`config.mk`:
```
export PLATFORM = sky130hd
export DESIGN_NAME = uart_reg_bank
export DESIGN_NICKNAME = d
export VERILOG_FILES = /design/src/rtl/uart_reg_bank_pkg.sv /design/src/rtl/uart_reg_bank_fifo.sv /design/src/rtl/uart_reg_bank.sv
export SDC_FILE = /design/constraint.sdc
export NUM_CORES = 1
export LEC_CHECK = 0
export ABC_AREA = 1
export CORE_UTILIZATION = 30
export DETAILED_ROUTE_END_ITERATION = 7
export GPL_ROUTABILITY_DRIVEN = 0
export HOLD_SLACK_MARGIN = 0.15
export PLACE_DENSITY = 0.58
export SLEW_MARGIN = 25
export SYNTH_ARGS = -nofsm -noshare
export SYNTH_HDL_FRONTEND = slang
export SYNTH_SLANG_ARGS = --single-unit
```
`constraint.sdc`:
```
create_clock -name clk -period 2.8 [get_ports clk]
set_clock_uncertainty 0.1 [all_clocks]
set_input_delay 0.42 -clock clk [delete_from_list [all_inputs] [get_ports clk]]
set_output_delay 0.42 -clock clk [all_outputs]
set_load 0.03 [all_outputs]
```
`src/rtl/uart_reg_bank_pkg.sv`:
```
// Shared constants for the UART register bank: register indices and bit positions.
// The optional interrupt logic is enabled with the UART_REG_IRQ_EN macro.
package uart_reg_pkg;

  typedef enum logic [1:0] {
    REG_TXDATA = 2'd0,
    REG_RXDATA = 2'd1,
    REG_STATUS = 2'd2,
    REG_CTRL   = 2'd3
  } reg_sel_e;

  localparam int ST_TX_EMPTY = 0;
  localparam int ST_TX_FULL  = 1;
  localparam int ST_RX_EMPTY = 2;
  localparam int ST_RX_FULL  = 3;
  localparam int ST_OVERRUN  = 4;

  localparam int CTRL_OVR_CLR = 16;
  localparam int CTRL_FLUSH   = 17;
  localparam int CTRL_RX_IE   = 18;
  localparam int CTRL_TX_IE   = 19;

  localparam int DVSR_W = 11;

  // Only address bits [3:2] select a register; everything else is ignored.
  function automatic reg_sel_e addr_sel(input logic [1:0] word_idx);
    return reg_sel_e'(word_idx);
  endfunction

endpackage

```
`src/rtl/uart_reg_bank_fifo.sv`:
```
// Synchronous first-word-fall-through FIFO with (AW+1)-bit wrapping pointers.
// dout shows the head entry, or zero while empty.
module reg_fifo #(
  parameter int DW = 8,
  parameter int AW = 4
) (
  input  logic          clk,
  input  logic          reset,
  input  logic          push,
  input  logic          pop,
  input  logic          flush,
  input  logic [DW-1:0] din,
  output logic [DW-1:0] dout,
  output logic          full,
  output logic          empty
);

  localparam logic [AW:0] PTR_ONE = {{AW{1'b0}}, 1'b1};

  logic [DW-1:0] mem_q [2**AW];
  logic [AW:0]   wptr_q, wptr_d;
  logic [AW:0]   rptr_q, rptr_d;
  logic          do_push, do_pop;

  assign empty = (wptr_q == rptr_q);
  assign full  = (wptr_q[AW] != rptr_q[AW]) && (wptr_q[AW-1:0] == rptr_q[AW-1:0]);

  // Pop on empty is dropped; a pop on full frees the slot for a same-cycle push.
  assign do_pop  = pop && !empty && !flush;
  assign do_push = push && (!full || do_pop) && !flush;

  always_comb begin
    wptr_d = wptr_q;
    rptr_d = rptr_q;
    if (flush) begin
      wptr_d = '0;
      rptr_d = '0;
    end else begin
      if (do_push) wptr_d = wptr_q + PTR_ONE;
      if (do_pop)  rptr_d = rptr_q + PTR_ONE;
    end
  end

  always_ff @(posedge clk) begin
    if (reset) begin
      wptr_q <= '0;
      rptr_q <= '0;
    end else begin
      wptr_q <= wptr_d;
      rptr_q <= rptr_d;
    end
  end

  always_ff @(posedge clk) begin
    if (do_push) mem_q[wptr_q[AW-1:0]] <= din;
  end

  assign dout = empty ? '0 : mem_q[rptr_q[AW-1:0]];

endmodule

```
`src/rtl/uart_reg_bank.sv`:
```
// UART register bank: 4-word register map, TX/RX byte FIFOs and baud divisor.
// Define UART_REG_IRQ_EN to add the irq output and the CTRL interrupt enables.
module uart_reg_bank
  import uart_reg_pkg::*;
#(
  parameter int             ADDR_WIDTH = 32,
  parameter int             DATA_WIDTH = 32,
  parameter int             FIFO_AW    = 4,
  parameter logic [10:0]    DVSR_RST   = 11'd650
) (
  input  logic                  clk,
  input  logic                  reset,
  input  logic [3:0]            wr_strb,
  input  logic [ADDR_WIDTH-1:0] wr_addr,
  input  logic [DATA_WIDTH-1:0] wr_data,
  input  logic                  wr_valid,
  input  logic [ADDR_WIDTH-1:0] rd_addr,
  output logic [DATA_WIDTH-1:0] rd_data,
  input  logic                  rd_valid,
  output logic [7:0]            tx_data,
  output logic                  tx_valid,
  input  logic                  tx_ready,
  input  logic [7:0]            rx_data,
  input  logic                  rx_valid,
`ifdef UART_REG_IRQ_EN
  output logic                  irq,
`endif
  output logic [10:0]           dvsr
);

  reg_sel_e wr_sel, rd_sel;
  logic [3:0]  strb_q, strb_d;
  logic [10:0] dvsr_q, dvsr_d;
  logic        ovr_q, ovr_d;

  logic ctrl_wr, ctrl_hi, flush, ovr_clr, ovr_set;
  logic tx_push, tx_pop, tx_full, tx_empty;
  logic rx_pop, rx_full, rx_empty;
  logic [7:0] rx_head;

  assign wr_sel = addr_sel(wr_addr[3:2]);
  assign rd_sel = addr_sel(rd_addr[3:2]);

  assign ctrl_wr = wr_valid && (wr_sel == REG_CTRL);
  assign ctrl_hi = ctrl_wr && strb_q[2];
  assign flush   = ctrl_hi && wr_data[CTRL_FLUSH];
  assign ovr_clr = ctrl_hi && wr_data[CTRL_OVR_CLR];

  assign tx_push = wr_valid && (wr_sel == REG_TXDATA) && strb_q[0];
  assign rx_pop  = rd_valid && (rd_sel == REG_RXDATA);
  // A byte is lost only when the RX FIFO is full and nobody pops this cycle.
  assign ovr_set = rx_valid && rx_full && !rx_pop;

  // tx_valid/tx_ready: a byte moves to the transmitter on every cycle where
  // both are high; tx_data stays stable while tx_valid is high and tx_ready low.
  assign tx_valid = !tx_empty;
  assign tx_pop   = tx_valid && tx_ready;

  reg_fifo #(.DW(8), .AW(FIFO_AW)) u_tx_fifo (
    .clk   (clk),
    .reset (reset),
    .push  (tx_push),
    .pop   (tx_pop),
    .flush (flush),
    .din   (wr_data[7:0]),
    .dout  (tx_data),
    .full  (tx_full),
    .empty (tx_empty)
  );

  reg_fifo #(.DW(8), .AW(FIFO_AW)) u_rx_fifo (
    .clk   (clk),
    .reset (reset),
    .push  (rx_valid),
    .pop   (rx_pop),
    .flush (flush),
    .din   (rx_data),
    .dout  (rx_head),
    .full  (rx_full),
    .empty (rx_empty)
  );

  // The strobe latch holds the byte enables seen ahead of the commit pulse.
  always_comb begin
    strb_d = strb_q;
    if (wr_strb != 4'b0000)  strb_d = wr_strb;
    else if (wr_valid)       strb_d = 4'b0000;

    dvsr_d = dvsr_q;
    if (ctrl_wr && strb_q[0]) dvsr_d[7:0]  = wr_data[7:0];
    if (ctrl_wr && strb_q[1]) dvsr_d[10:8] = wr_data[10:8];

    ovr_d = ovr_q;
    if (ovr_clr) ovr_d = 1'b0;
    if (ovr_set) ovr_d = 1'b1;
  end

  always_ff @(posedge clk) begin
    if (reset) begin
      strb_q <= 4'b0000;
      dvsr_q <= DVSR_RST;
      ovr_q  <= 1'b0;
    end else begin
      strb_q <= strb_d;
      dvsr_q <= dvsr_d;
      ovr_q  <= ovr_d;
    end
  end

  assign dvsr = dvsr_q;

`ifdef UART_REG_IRQ_EN
  logic rx_ie_q, rx_ie_d, tx_ie_q, tx_ie_d, irq_q, irq_d;

  always_comb begin
    rx_ie_d = rx_ie_q;
    tx_ie_d = tx_ie_q;
    if (ctrl_hi) begin
      rx_ie_d = wr_data[CTRL_RX_IE];
      tx_ie_d = wr_data[CTRL_TX_IE];
    end
    irq_d = (rx_ie_q && !rx_empty) || (tx_ie_q && tx_empty) || ovr_q;
  end

  always_ff @(posedge clk) begin
    if (reset) begin
      rx_ie_q <= 1'b0;
      tx_ie_q <= 1'b0;
      irq_q   <= 1'b0;
    end else begin
      rx_ie_q <= rx_ie_d;
      tx_ie_q <= tx_ie_d;
      irq_q   <= irq_d;
    end
  end

  assign irq = irq_q;
`endif

  always_comb begin
    rd_data = '0;
    case (rd_sel)
      REG_RXDATA: begin
        rd_data[8]   = rx_empty;
        rd_data[7:0] = rx_head;
      end
      REG_STATUS: begin
        rd_data[ST_TX_EMPTY] = tx_empty;
        rd_data[ST_TX_FULL]  = tx_full;
        rd_data[ST_RX_EMPTY] = rx_empty;
        rd_data[ST_RX_FULL]  = rx_full;
        rd_data[ST_OVERRUN]  = ovr_q;
      end
      REG_CTRL: begin
        rd_data[DVSR_W-1:0] = dvsr_q;
`ifdef UART_REG_IRQ_EN
        rd_data[CTRL_RX_IE] = rx_ie_q;
        rd_data[CTRL_TX_IE] = tx_ie_q;
`endif
      end
      default: rd_data = '0;
    endcase
  end

  logic unused_bits;
  assign unused_bits = ^{wr_addr, rd_addr, wr_data};

endmodule

```
# ---- Word level (Yosys, flattened, before mapping)
# Memories as Yosys holds them, arrays and structs flattened. A register that Yosys moved wholly into a read port is not among the register bits.
# Index checks and enable logic that the tools add are counted.
dict set report word_totals {
  reg_bits 35
  ram_bits 256
  input_bits 114
  n_memories 2
}
dict set report op_classes {
  n_addsub 4
  eq_ne 10
  muxes 17
  reduce_logical 35
}
# name words width rd rd_ports_with_merged_regs write_ports line
set mem_list {}
lappend mem_list {u_rx_fifo.mem_q 16 8 1 1 1 uart_reg_bank_fifo.sv:20} ;# logic [DW-1:0] mem_q [2**AW];
lappend mem_list {u_tx_fifo.mem_q 16 8 1 1 1 uart_reg_bank_fifo.sv:20}
# cell count
set ops {}
lappend ops {{$logic_and 1x1->1} 22}
lappend ops {{$add 5x1->5 const B} 4}
lappend ops {{$mux 4} 4}
lappend ops {{$mux 8} 2}
lappend ops {{$pmux 5 s3} 1}
lappend ops {{$eq 5x5->1} 2}
lappend ops {{$eq 4x4->1} 2}
lappend ops {{$pmux 4 s2} 1}
lappend ops {{$eq 2x2->1 const B} 3}
lappend ops {{$logic_not 1->1} 6}
lappend ops {{$mux 1} 6}
lappend ops {{$mux 3} 2}
lappend ops {{$reduce_bool 2->1} 2}
lappend ops {{$reduce_bool 4->1} 1}
lappend ops {{$eq 2x1->1 const B} 1}
lappend ops {{$logic_not 2->1} 1}
lappend ops {{$logic_or 1x1->1} 2}
lappend ops {{$mux 2} 1}
lappend ops {{$ne 1x1->1} 2}
lappend ops {{$reduce_or 2->1} 1}

# ---- Longest topological paths before layout
# Gate-level depths: netlist of the first run.
dict set report depth {
  ltp_word 11
  depth_mapped 10
}

# ---- Cells and area by module
# From an unflattened synthesis of the first run, not the netlist that was laid out.
dict set report unflattened {
  cells_unflattened 1189
  area_unflattened_um2 13028.7
}
# module n_inst cells_each area_each_um2 seq_area_each_um2
set by_module_without_submodules {}
lappend by_module_without_submodules {reg_fifo 2 526 6035.8 4124.0}
lappend by_module_without_submodules {uart_reg_bank 1 137 957.2 300.3}

# ---- Least setup slack after synthesis of the first run
# OpenSTA, ideal clock, no wires.
dict set report synth_timing {
  path_type {input port to flip-flop}
  start {input wr_addr[2]}
  end {memory u_tx_fifo.mem_q[10][0], enable pin}
  arrival_time_ns 1.680
  required_ns 2.317
  path_slack_ns 0.637
  path_stages 8
  path_cell_list {nand2_1 > nor2_4 > nand3_4 > nand2_2 > nand3_4 > nand2_2 > buf_2 > nor3_1}
}
dict set report synth_between {
  elab_chain_cells 11
  word_cells_on_any_way 14
}
# element line
set synth_rtl {}
lappend synth_rtl {{from (decl)} uart_reg_bank.sv:14} ;# input logic [ADDR_WIDTH-1:0] wr_addr,
lappend synth_rtl {{$eq 2x2->1} uart_reg_bank.sv:44} ;# assign ctrl_wr = wr_valid && (wr_sel == REG_CTRL);
lappend synth_rtl {{$logic_and 1x1->1} uart_reg_bank.sv:44}
lappend synth_rtl {{$logic_and 1x1->1} uart_reg_bank.sv:45} ;# assign ctrl_hi = ctrl_wr && strb_q[2];
lappend synth_rtl {{$logic_and 1x1->1} uart_reg_bank.sv:46} ;# assign flush = ctrl_hi && wr_data[CTRL_FLUSH];
lappend synth_rtl {{$logic_not 1->1} {uart_reg_bank_fifo.sv:29, uart_reg_bank_fifo.sv:30}}
lappend synth_rtl {{$logic_and 1x1->1} uart_reg_bank_fifo.sv:29} ;# assign do_pop = pop && !empty && !flush;
lappend synth_rtl {{$logic_or 1x1->1} uart_reg_bank_fifo.sv:30} ;# assign do_push = push && (!full || do_pop) && !flush;
lappend synth_rtl {{$logic_and 1x1->1} uart_reg_bank_fifo.sv:30}
lappend synth_rtl {{$logic_and 1x1->1 (*)} uart_reg_bank_fifo.sv:30}
lappend synth_rtl {{$mux 1 (*)} uart_reg_bank_fifo.sv:55} ;# if (do_push) mem_q[wptr_q[AW-1:0]] <= din;
lappend synth_rtl {{$mux 1 (not written as such) (*)} uart_reg_bank_fifo.sv:55}
lappend synth_rtl {{to (decl)} uart_reg_bank_fifo.sv:20}
# Every way passes the cells marked *; elsewhere a longest branch is shown, timed or not.

==> results of run 1 <==
==> cells in the final DEF, fill, tap and decap left out, types with 3 or more instances in the layout <==
master	netlist	layout
o21ai_0	113	105
clkbuf_16	0	32
edfxtp_1	256	256
nand2_1	168	168
xor2_1	7	7
nand3_2	3	3
clkdlybuf4s50_1	0	47
inv_2	7	9
clkbuf_1	31	11
ha_1	10	10
dfxtp_4	0	3
bufinv_16	0	4
dfxtp_1	43	38
buf_4	22	50
clkbuf_8	0	5
xnor2_1	8	8
a21oi_1	121	118
nand2_2	8	8
nand4_1	3	3
a21oi_2	4	7
o211ai_1	38	38
nor2_1	50	47
nor2_4	1	4
nand3_1	67	67
o22ai_1	4	4
nor3_1	17	16
o21ai_1	7	13
conb_1	1	21
a32oi_1	3	3
nor2_2	3	3
buf_6	1	6
inv_1	166	163
==> power by group through the flow <==
| stage | Combinational (uW) | Sequential (uW) | Clock [uW] |
|---|---|---|---|
| global route | 1020 | 4910 | 4440 |
| floorplan | 546 | 4990 | 0 |
| finish | 938 | 4910 | 4180 |
| detailed placement | 863 | 5010 | 0 |
| global placement | 850 | 5010 | 0 |
| CTS | 906 | 4920 | 4260 |
==> state kept, by name (all words and copies together) (netlist names), named ones only <==
name	flops
strb_q	3
u_rx_fifo.wptr_q	5
u_tx_fifo.wptr_q	5
ovr_q	1
u_rx_fifo.mem_q	128
dvsr	11
u_rx_fifo.rptr_q	5
u_tx_fifo.mem_q	128
u_tx_fifo.rptr_q	5
==> cells by family (layout without fill, tap and decap cells) <==
logic type,Yosys count,in the layout,share of synthesized area
compound gates,292,292,0.123
xor+xnor,16,16,0.0114
fa+ha+maj,10,10,0.00966
buf+inv,249,342,0.0808
flops,299,299,0.660
other cells,1,21,0.000290
simple gates,327,327,0.115
==> area by class of cell <==
class | count | area (um2) | area share
inverter | 174 | 657 | 0.0423
multi-input combinational | 666 | 3470 | 0.224
tap | 539 | 674 | 0.0435
clock buffer | 47 | 886 | 0.0571
timing repair buffer | 113 | 1120 | 0.0720
clock inverter | 8 | 145 | 0.00935
sequential | 299 | 8560 | 0.552
==> worst max-delay path, stage by stage, from the launching register on <==
cell        delay (ns)
dfxtp_1           0.41
clkinvlp_4        0.32
nand3_1           0.23
nand3_1           0.14
o21ai_1           0.17
nand2_1           0.11
nand2_1           0.07
buf_4             0.16
==> metrics by stage <==
step	cell area, um2	util	hold WS [ns]	TNS [ns]
global route	15500	0.367	0.322	-0.0551
finish	15500	0.367	0.331	0
global placement	14300	0.338	0.353	0
floorplan	13000	-	0.333	0
CTS	15400	0.365	0.309	0
detailed placement	14300	0.338	0.356	-0.00792
==> routing by layer <==
layer,up-vias,global-route usage,part of all wire
met5,-,0,0
met4,0,0.0410,0.023
met3,49,0.0205,0.047
met2,222,0.215,0.47
met1,4053,0.187,0.46
li1,4248,-,-
==> how the worst max path moves through the flow <==
stage                                   endpoint  slack [ns]  cells after the start
final                                 rd_data[4]        0.09                      7
after detailed placement  u_rx_fifo.mem_q[12][5]      -0.001                     10
after global placement    u_rx_fifo.mem_q[13][0]        0.05                     10
after global routing                  rd_data[4]       -0.04                      8
after CTS                             tx_data[4]       0.004                      9
after floorplan           u_tx_fifo.mem_q[10][0]        0.64                      8
==> repair_timing <==
action	in CTS	in global routing
gates cloned	2	1
setup endpoints to repair	15	16
pin swaps	0	3
buffers inserted	2	4
gates resized for setup	8	31
hold endpoints to repair	0	0
==> cell usage after synthesis, drive strengths merged <==
| cell type | instances |
|---|---|
| o22ai | 4 |
| xor2 | 8 |
| conb | 1 |
| xnor2 | 8 |
| a22oi | 2 |
| nor3 | 17 |
| ha | 10 |
| dfxtp | 43 |
| nor2 | 55 |
| buf | 44 |
| nand2 | 177 |
| clkbuf | 31 |
| edfxtp | 256 |
| a32oi | 3 |
| nor4 | 1 |
| nand3b | 1 |
| o21ai | 120 |
| o211ai | 38 |
| nand4 | 4 |
| inv | 173 |
| clkinv | 1 |
| nand3 | 72 |
| a21oi | 125 |
==> impl_metrics.tcl, run 1 <==
set metrics [dict create \
    maxSlewHeadroom 0.415 \
    ys_types 38 \
    antenna_found_initial 0 \
    pre_cts_ws_ns -0.00141 \
    max-cap-violations 0 \
    status "completed" \
    worstHoldStart "wr_strb[0]" \
    final_cells 1846 \
    finalHoldViolations 0 \
    nets 1408 \
    cts.clk_slew.worst_paths_ns 0.06 \
    leakagePower_uw 0.00570 \
    grt_pass1_vias 7978 \
    synth_top_area_frac 0.594 \
    final-max-slew-violation-count 0 \
    routed_via_density 4.64 \
    area_growth_pct 19.8 \
    cp-end-kind "output pin" \
    swShare 0.230 \
    rows 75 \
    layout_min_cycle_time_ns 2.71 \
    setup_ws_ns 0.0899 \
    cts_htree_levels 1 \
    dieHeight_um 210 \
    via_count 8572 \
    switching_power_uw 2300 \
    cts_tree "yes" \
    synth_area_um2 12900 \
    grt_pass1_wl_um 45800 \
    grt_max_degree 70 \
    grt_overflow 0 \
    rr_endpoint "u_rx_fifo.mem_q[4][5]" \
    insertedDiodeCount 0 \
    synthCells 1194 \
    initial_core_util 0.307 \
    hold-path-endpoint "strb_q[0]" \
    clockBufferDepth 3 \
    ys_seq_area_frac 0.660 \
    cp_max_fo 16 \
    drc_errors 0 \
    worstHoldPathCells 3 \
    postCtsHoldBufs 0 \
    synth.area.top_cells "edfxtp_1 59%, dfxtp_1 6.6%, nand2_1 4.9%, inv_1 4.8%, a21oi_1 4.7%" \
    ys.warnings.count 0 \
    ant_nets 0 \
    grt_usage 0.134 \
    place_hpwl_um 18800 \
    r2r_cells 10 \
    start_kind "register" \
    crit_type "register to output pin" \
    drive_above_1_share 0.121 \
    cts_root_buffer "clkbuf_16" \
    die_area_um2 44000 \
    boundaryPins 166 \
    portBuffers 65 \
    peakVddDrop_mv 0.518 \
    post_drt_wl_per_cell_um 16.3 \
    wirelength_um 30000 \
    numCtsBuffers 30 \
    rsz0062_at_grt "yes" \
    synth.largest_area_cell "edfxtp_1" \
    pwr_density_cell_nw_per_um2 646 \
    ys_ff_latch 299 \
    die_x_um 210 \
    arrival_ns 2.19 \
    p_seq_frac 0.490 \
    total_power_uw 10000 \
    hold_class "primary input to register" \
    worst_pin_slew_ns 0.875 \
    reg2reg_slack_ns 0.47 \
    r2r_start "u_rx_fifo.wptr_q[1]" \
    dp_cells 1782 \
    crit_required_ns 2.28 \
    firstDrtPassIters 5 \
    pwr-share-clk 0.417 \
    worstSkewPairLatency_ns 0.56 \
    max_freq_mhz 369 \
    coreArea_um2 42200 \
    finalCritPeriodShare 0.968 \
    share_comb_of_total_power 0.094 \
    syn_area_per_cell_um2 10.8 \
    clock-sinks 299 \
    drtIter0Drc 733 \
    finalSetupViolCount 0 \
    fill_cells 4113 \
    power.internal_uw 7720 \
]
Note: power is estimated with default switching activity, not from simulation.
==> inputs of run 2 (changes only) <==
Settings changed: SKIP_CTS_REPAIR_TIMING set to 1.
==> run 2 against run 1 <==
Effect of this change: via count is 0.40% higher; cell count up 0.33%; critical path type unchanged; utilization rose by 0.21 points; total power rose by 0.14%; combinational power rose by 0.7%; non-clock buffer count rose by 6; first-iteration DRC count increased by 6.4%; sequential share of layout area shrank 0.31 points; critical endpoint is now rd_data[2].
==> impl_metrics.tcl, run 2 (synthesized netlist as in run 1, its figures left out) <==
set metrics [dict create \
    fin_tns_setup_ns 0 \
    utilization 0.370 \
    worstHoldPathCells 3 \
    clockBufferDepth 3 \
    crit_type "register to output pin" \
    pwr_density_cell_nw_per_um2 643 \
    start_kind "register" \
    rows 75 \
    worst_pin_slew_ns 0.872 \
    clock-sinks 299 \
    leakagePower_uw 0.00577 \
    maxSlewHeadroom 0.417 \
    r2r_cells 10 \
    drc_errors 0 \
    hold_class "primary input to register" \
    timing.hold.ws_ns 0.334 \
    numCtsBuffers 30 \
    finalCritPeriodShare 0.966 \
    finalSetupViolCount 0 \
    worstHoldStart "wr_strb[0]" \
    r2r_start "u_rx_fifo.wptr_q[0]" \
    area_growth_pct 20.5 \
    boundaryPins 166 \
    grt_overflow 0 \
    final_common_cell "edfxtp_1" \
    cp_num_buf_inv 3 \
    rr_endpoint "u_rx_fifo.mem_q[13][2]" \
    cp_max_fo 34 \
    crit_top_cell "nand2_1" \
    setup_ws_ns 0.0966 \
    die_area_um2 44000 \
    layout_common_cells "256 x edfxtp_1, 168 x nand2_1, 163 x inv_1, 120 x a21oi_1, 106 x o21ai_0" \
    grt_pass1_wl_um 45000 \
    routed_via_density 4.65 \
    place_hpwl_um 18800 \
    cts.clk_slew.worst_paths_ns 0.06 \
    cts_htree_levels 1 \
    initial_core_util 0.307 \
    arrival_ns 2.18 \
    path_cells "buf_4 > clkbuf_16 > o211ai_1 > nand3_1 > nand3_1 > nand2_1 > nand2_1 > nand2_1 > buf_4" \
    crit_required_ns 2.28 \
    via_count 8606 \
    die_x_um 210 \
    nets 1414 \
    peakVddDrop_mv 0.519 \
    max-cap-violations 0 \
    dieHeight_um 210 \
    grt_max_degree 78 \
    layout_min_cycle_time_ns 2.70 \
    coreArea_um2 42200 \
    max_stage_delay_ns 0.39 \
    grt_usage 0.131 \
    place_area_um2 14300 \
    max_freq_mhz 370 \
    status "completed" \
    multi_input_area_um2 3470 \
    final-max-slew-violation-count 0 \
    fill_cells 4107 \
    ant_nets 0 \
    pre_cts_ws_ns -0.00141 \
    post_drt_wl_per_cell_um 16.4 \
    drtIter0Drc 780 \
    hold-path-endpoint "strb_q[0]" \
    wirelength_um 30400 \
    insertedDiodeCount 0 \
    fin_area_um2 15600 \
    worstSkewPairLatency_ns 0.56 \
    drive_above_1_share 0.124 \
    cts_root_buffer "clkbuf_16" \
    grt_pass1_vias 7902 \
    finalHoldViolations 0 \
    ff_latch_area_um2 8560 \
    cts_tree "yes" \
    cp-end-kind "output pin" \
    firstDrtPassIters 5 \
    crit_path_top_delay_cell "dfxtp_4" \
    antenna_found_initial 0 \
    portBuffers 65 \
    critical-path-top-delay-family "buffers and inverters" \
    reg2reg_slack_ns 0.47 \
]
run 2: layout make-up:
class	count	area share
multi-input combinational	666	0.222
clock inverter	8	0.00930
clock buffer	47	0.0568
inverter	174	0.0421
tap	539	0.0432
timing repair buffer	119	0.0775
sequential	299	0.549
run 2: worst max-delay path by stage:
stage                                  end  cells past startpoint  slack, ns
floorplan           u_tx_fifo.mem_q[10][0]                      8       0.64
global placement    u_rx_fifo.mem_q[13][0]                     10       0.05
CTS                             rd_data[8]                      6      -0.25
finish                          rd_data[2]                      9        0.1
detailed placement  u_rx_fifo.mem_q[12][5]                     10     -0.001
global route                    tx_data[7]                      9     -0.004
run 2: worst reg2reg max path, delay by kind of cell (launching register included):
family / cells / cell delay (ns)
buf+inv: 2 / 0.22
flops: 1 / 0.43
simple gates: 8 / 1.19
run 2: power breakdown:
part	switching, uW	total, uW	internal (uW)
Combinational	619	945	326
Sequential	40.1	4910	4870
Clock	1650	4180	2530
run 2: routing by layer:
metal / track usage / routed length [um] / vias up
met1: 0.184 / 13900 / 4062
met5: 0 / 0 / -
li1: - / - / 4257
met3: 0.0202 / 1600 / 49
met2: 0.210 / 14300 / 238
met4: 0.0390 / 683 / 0
run 2: through the flow:
stage,power [uW],instances
global placement,5860,1782
floorplan,5530,1214
finish,10000,1852
detailed placement,5880,1782
global route,10400,1852
CTS,10000,1837
